`src/rtl/snes_port_pkg.sv`:
```
// rtl/snes_port_pkg.sv - shared constants for the SNES controller port logic
package snes_port_pkg;

  // Button positions inside a 12-bit JOY word, MSB is sent first
  localparam int BTN_B      = 11;
  localparam int BTN_Y      = 10;
  localparam int BTN_SELECT = 9;
  localparam int BTN_START  = 8;
  localparam int BTN_UP     = 7;
  localparam int BTN_DOWN   = 6;
  localparam int BTN_LEFT   = 5;
  localparam int BTN_RIGHT  = 4;
  localparam int BTN_A      = 3;
  localparam int BTN_X      = 2;
  localparam int BTN_L      = 1;
  localparam int BTN_R      = 0;

  localparam int SR_LEN_DEF   = 16;
  localparam int PAD_BITS_DEF = 12;

  // Standard pad identification nibble, sent after the buttons
  localparam logic [3:0] PAD_ID = 4'b0000;

endpackage

```
`src/rtl/snes_pad_shifter.sv`:
```
// rtl/snes_pad_shifter.sv - one pad's line-level serial shift register
module snes_pad_shifter
  import snes_port_pkg::*;
#(
  parameter int SR_LEN   = SR_LEN_DEF,
  parameter int PAD_BITS = PAD_BITS_DEF
) (
  input  logic                CLK,
  input  logic                RESET,
  input  logic                LOAD,
  input  logic                SHIFT,
  input  logic                CONN,
  input  logic [PAD_BITS-1:0] BTN,
  output logic                DOUT
);

  logic [SR_LEN-1:0] sr;
  // Connection state is frozen at load so a mid-read unplug cannot change the tail bits
  logic              conn_q;

  // Load on latch (released word if unplugged), otherwise shift left on request
  always_ff @(posedge CLK) begin
    if (RESET) begin
      sr     <= '1;
      conn_q <= 1'b0;
    end else if (LOAD) begin
      sr     <= CONN ? ~{BTN, PAD_ID} : '1;
      conn_q <= CONN;
    end else if (SHIFT) begin
      sr     <= {sr[SR_LEN-2:0], ~conn_q};
    end
  end

  assign DOUT = sr[SR_LEN-1];

endmodule

```
`src/rtl/snes_multitap.sv`:
```
// rtl/snes_multitap.sv - four-pad multitap on one SNES controller port
module snes_multitap
  import snes_port_pkg::*;
#(
  parameter int SR_LEN   = SR_LEN_DEF,
  parameter int PAD_BITS = PAD_BITS_DEF
) (
  input  logic                CLK,
  input  logic                RESET,
  input  logic                MT_EN,
  input  logic [3:0]          PAD_CONN,
  input  logic [PAD_BITS-1:0] JOY1,
  input  logic [PAD_BITS-1:0] JOY2,
  input  logic [PAD_BITS-1:0] JOY3,
  input  logic [PAD_BITS-1:0] JOY4,
  input  logic                PORT_LATCH,
  input  logic                PORT_CLK,
  input  logic                PORT_IOBIT,
  output logic [1:0]          PORT_DO
);

  logic       old_clk;
  logic       old_latch;
  logic       en_q;
  logic       clk_rise;
  logic       shift_any;
  logic [3:0] shift;
  logic [3:0] dout;
  logic [1:0] do_next;

  assign clk_rise  = PORT_CLK & ~old_clk;
  // Latch wins over a coincident clock rise
  assign shift_any = clk_rise & ~PORT_LATCH;

  // Only the selected pair advances, so the other pair keeps its read position
  assign shift[0] = shift_any & (~en_q | PORT_IOBIT);
  assign shift[1] = shift_any & en_q & PORT_IOBIT;
  assign shift[2] = shift_any & en_q & ~PORT_IOBIT;
  assign shift[3] = shift_any & en_q & ~PORT_IOBIT;

  snes_pad_shifter #(.SR_LEN(SR_LEN), .PAD_BITS(PAD_BITS)) u_pad1 (
    .CLK(CLK), .RESET(RESET), .LOAD(PORT_LATCH), .SHIFT(shift[0]),
    .CONN(PAD_CONN[0]), .BTN(JOY1), .DOUT(dout[0]));
  snes_pad_shifter #(.SR_LEN(SR_LEN), .PAD_BITS(PAD_BITS)) u_pad2 (
    .CLK(CLK), .RESET(RESET), .LOAD(PORT_LATCH), .SHIFT(shift[1]),
    .CONN(PAD_CONN[1]), .BTN(JOY2), .DOUT(dout[1]));
  snes_pad_shifter #(.SR_LEN(SR_LEN), .PAD_BITS(PAD_BITS)) u_pad3 (
    .CLK(CLK), .RESET(RESET), .LOAD(PORT_LATCH), .SHIFT(shift[2]),
    .CONN(PAD_CONN[2]), .BTN(JOY3), .DOUT(dout[2]));
  snes_pad_shifter #(.SR_LEN(SR_LEN), .PAD_BITS(PAD_BITS)) u_pad4 (
    .CLK(CLK), .RESET(RESET), .LOAD(PORT_LATCH), .SHIFT(shift[3]),
    .CONN(PAD_CONN[3]), .BTN(JOY4), .DOUT(dout[3]));

  // Edge-detect history; mode is committed when the latch falls
  always_ff @(posedge CLK) begin
    if (RESET) begin
      old_clk   <= 1'b0;
      old_latch <= 1'b0;
      en_q      <= 1'b0;
    end else begin
      old_clk   <= PORT_CLK;
      old_latch <= PORT_LATCH;
      if (old_latch && !PORT_LATCH) begin
        en_q <= MT_EN;
      end
    end
  end

  // Line mux: multitap signature during latch, else the selected pair or pad 1
  always_comb begin
    do_next = {1'b1, dout[0]};
    if (en_q) begin
      if (PORT_LATCH) begin
        do_next = {1'b0, dout[0]};
      end else if (PORT_IOBIT) begin
        do_next = {dout[1], dout[0]};
      end else begin
        do_next = {dout[3], dout[2]};
      end
    end
  end

  // Registered output pins
  always_ff @(posedge CLK) begin
    if (RESET) begin
      PORT_DO <= 2'b11;
    end else begin
      PORT_DO <= do_next;
    end
  end

endmodule

```
`config.mk`:
```
export PLATFORM = sky130hd
export DESIGN_NAME = snes_multitap
export DESIGN_NICKNAME = d
export VERILOG_FILES = /design/src/rtl/snes_port_pkg.sv /design/src/rtl/snes_pad_shifter.sv /design/src/rtl/snes_multitap.sv
export SDC_FILE = /design/constraint.sdc
export NUM_CORES = 1
export LEC_CHECK = 0
export ABC_AREA = 1
export ABC_CLOCK_PERIOD_IN_PS = 1600
export CAP_MARGIN = 0
export CORE_UTILIZATION = 47
export DETAILED_ROUTE_END_ITERATION = 6
export DONT_BUFFER_PORTS = 1
export GPL_TIMING_DRIVEN = 0
export SYNTH_ARGS = -nofsm -noshare
export SYNTH_HDL_FRONTEND = slang
export SYNTH_SLANG_ARGS = --single-unit
```
`constraint.sdc`:
```
create_clock -name CLK -period 1.6 [get_ports CLK]
set_clock_uncertainty 0.2 [all_clocks]
set_input_delay 0.16 -clock CLK [delete_from_list [all_inputs] [get_ports CLK]]
set_output_delay 0.16 -clock CLK [all_outputs]
set_load 0.01 [all_outputs]
```
==> run metrics <==
status=complete, no violations; CTS tree=done; WP data required=1.60 ns; chip width=89.47 um; Chip Height=89.47 um; crit share post-route=93.78%; Worst path max stage delay=0.53 ns; count of state elements after synthesis=73; worst-skew pair later-pin latency=0.34 ns; VDD IR max=0.0005451 V; routed wire length=9.324 mm; largest net degree at the start of global routing=12; Avg Vias per Cell=5.026; clk sinks=73; GRT met2 Usage=40.67%; final hold vios=0; gr busiest metal=met2; Placed Cells=643; CP bufs+invs=3; crit path DAT=1.50 ns; register-to-register path setup slack=0.16 ns; Mapped Avg Cell Area=6.610 um^2; crit path time final=1.500 ns; ANT cells=0; Switching Power=1.130 mW; Leak Pwr=2.318 nW; Area Overhead vs Synth=26.51%; Largest delay share family, worst path=buffers and inverters; Congestion Overflow GR=0; final setup fails=0; vias=3639; Cell Int Power=2.934 mW; count of pins over their slew limit=0; share of cells above drive strength 1=9.280%; Max clock buf depth=2; Synth Instances=544; CP cell instances=dlygate4sd3_1 > inv_1 > nor2_8 > nand2_4 > buf_2 > nand3_1 > nand3_1; Clock power frac=32.1%; sequential area share after synthesis=40.64%; Crit-path slowest cell=dlygate4sd3_1; hold path cells=3; final RePlAce weighted congestion=0.8039; first-pass GRT wire length=14.86 mm; hpwl dp=5.816 mm; Post-Syn Nets=602; clk slew on worst S/H paths=0.07 ns; Synth cell types=20; final antenna-violating net count=0; pwr dens=893.4 mW/mm^2; unrepaired setup endpoints after global routing=false; core area=0.007331 mm^2; initial antenna violation count=0; Max Clk Rate=666.5 MHz; Setup CP Type=input port to register; Reg2Reg Depth=6; Comb pwr share=18.3%; M1 GR Usage=32.39%; Setup TNS=0 ns; number of global-route vias before repair=3124; switching part of the total=27.81%; placement row count=31; GRT met3 Usage=5.263%; H-tree depth=3; # Max-Cap Violations=0; routed len/inst=12.88 um; Crit path depth=7; residual DRC count=0; Critical Path Start Type=input port; PortBufs=0; cell mode on critical path=nand3_1; placed cell areas=0.003720 mm^2; worst slew pin tran=0.5656 ns; die outline area=0.008005 mm^2; Non-Filler Instances=724; fin nets=678; Initial Util=49.05%; Syn Std Cell Area=0.003596 mm^2; Rel. slew slack=62.29%; CP Max Fanout=10; Starting DRT DRC Count=180; clock root buffer=clkbuf_8; crit path capture type=register; TritonCTS Buffers=9; finished layout cell area=0.004549 mm^2; min-delay worst type=input port to register; synth warn=0; sequential fraction of design power=49.6%; GRT Total Usage=24.54%; 1st-pass router iterations=4; io pins=60
[repair_timing]
item	4_1_cts	5_1_grt
endpoints found under the hold margin	63	0
buffers inserted	0	1
hold buffers	63	0
endpoints found under the setup margin	0	13
gates resized for setup	0	5
[metrics by stage]
stage / hold slack, ns / utilization, % / power [mW] / setup WS, ns
floorplan: 0.1497 / - / 2.534 / 0.3368
global placement: 0.1555 / 50.74 / 2.657 / 0.1296
detailed placement: 0.1663 / 50.74 / 2.663 / 0.1309
CTS: 0.06074 / 61.72 / 4.094 / 0.01167
global route: 0.1196 / 62.06 / 4.299 / 0.02689
finish: 0.06294 / 62.06 / 4.065 / 0.09960
[kinds of logic (layout without fill, tap and decap cells)]
| group | after synthesis | after routing | share of synthesized area [%] |
|---|---|---|---|
| simple gates | 412 | 412 | 49.37 |
| compound gates | 9 | 9 | 1.322 |
| buf+inv | 50 | 131 | 8.664 |
| flops | 73 | 73 | 40.64 |
[cell usage in the layout (no fill, tap or decap)]
cell              n
buf_2            13
o21ai_0           2
inv_2             3
a21oi_1           5
inv_4             1
inv_1             6
dfxtp_1          73
buf_4             5
nand3_1         130
clkbuf_1         13
clkinv_2          4
dlymetal6s4s_1    5
o211ai_1          1
nand2_4           5
nor2_1            4
buf_6            12
clkbuf_8         11
nor2_8            1
nand2_2           2
nand2_1         269
dlygate4sd3_1    58
o21ai_1           1
nor2_4            1
[power by group through the flow]
| stage | clock [mW] | sequential [mW] | combinational [mW] |
|---|---|---|---|
| floorplan | 0 | 2.04 | 0.493 |
| global placement | 0 | 2.05 | 0.603 |
| detailed placement | 0 | 2.06 | 0.607 |
| CTS | 1.34 | 2.02 | 0.738 |
| global route | 1.42 | 2.03 | 0.843 |
| finish | 1.30 | 2.02 | 0.743 |
[worst reg2reg max path: cells and delay by family (launching register included)]
family                 cells  cell delay (ns)
AND/OR/NAND/NOR            4             0.41
buffers and inverters      2             0.28
flip-flops                 1             0.41
[sequential cells by signal, summed over array words and instances, names as in the netlist]
signal / count
u_pad1.conn_q: 1
u_pad2.conn_q: 1
PORT_DO: 2
u_pad1.sr: 16
u_pad3.sr: 16
old_latch: 1
u_pad4.conn_q: 1
old_clk: 1
u_pad4.sr: 16
u_pad3.conn_q: 1
en_q: 1
u_pad2.sr: 16
[cell usage after synthesis]
master      n  area, um^2
a21oi_1     5       25.02
o21ai_0     2       10.01
dfxtp_1    73        1461
o21ai_1     1       5.000
inv_2       3       11.26
nand3_1   130       650.6
nand2_4     5       56.30
buf_6      12       135.1
nor2_1      4       15.01
clkbuf_1   11       41.29
o211ai_1    1       7.510
nor2_8      1       20.02
clkinv_2    1       5.000
nor2_4      1       11.26
inv_1       6       22.52
buf_4       4       30.03
nand2_2     2       12.51
buf_2      12       60.06
inv_4       1       6.260
nand2_1   269        1010
[metal layers]
| layer | part of all wire [%] | vias up |
|---|---|---|
| met4 | 0.78 | 0 |
| met2 | 48 | 86 |
| met3 | 4.5 | 5 |
| li1 | - | 1897 |
| met1 | 47 | 1651 |
| met5 | 0 | - |
[final cells by class]
cell class                 instances  area (um^2)
fill                             709         2781
sequential                        73         1461
clock inverter                     3        15.01
inverter                          11        45.04
clock buffer                      13        158.9
timing repair buffer              65        655.6
tap                               99        123.9
buffer                            39        266.5
multi-input combinational        421         1823
[final timing paths]
check | from | endpoint
max | PORT_CLK | u_pad3.sr[13]
min | PAD_CONN[1] | u_pad2.conn_q
max reg2reg | en_q | u_pad3.sr[13]
min reg2reg | u_pad1.sr[3] | u_pad1.sr[3]
(Power assumes the default switching activity.)
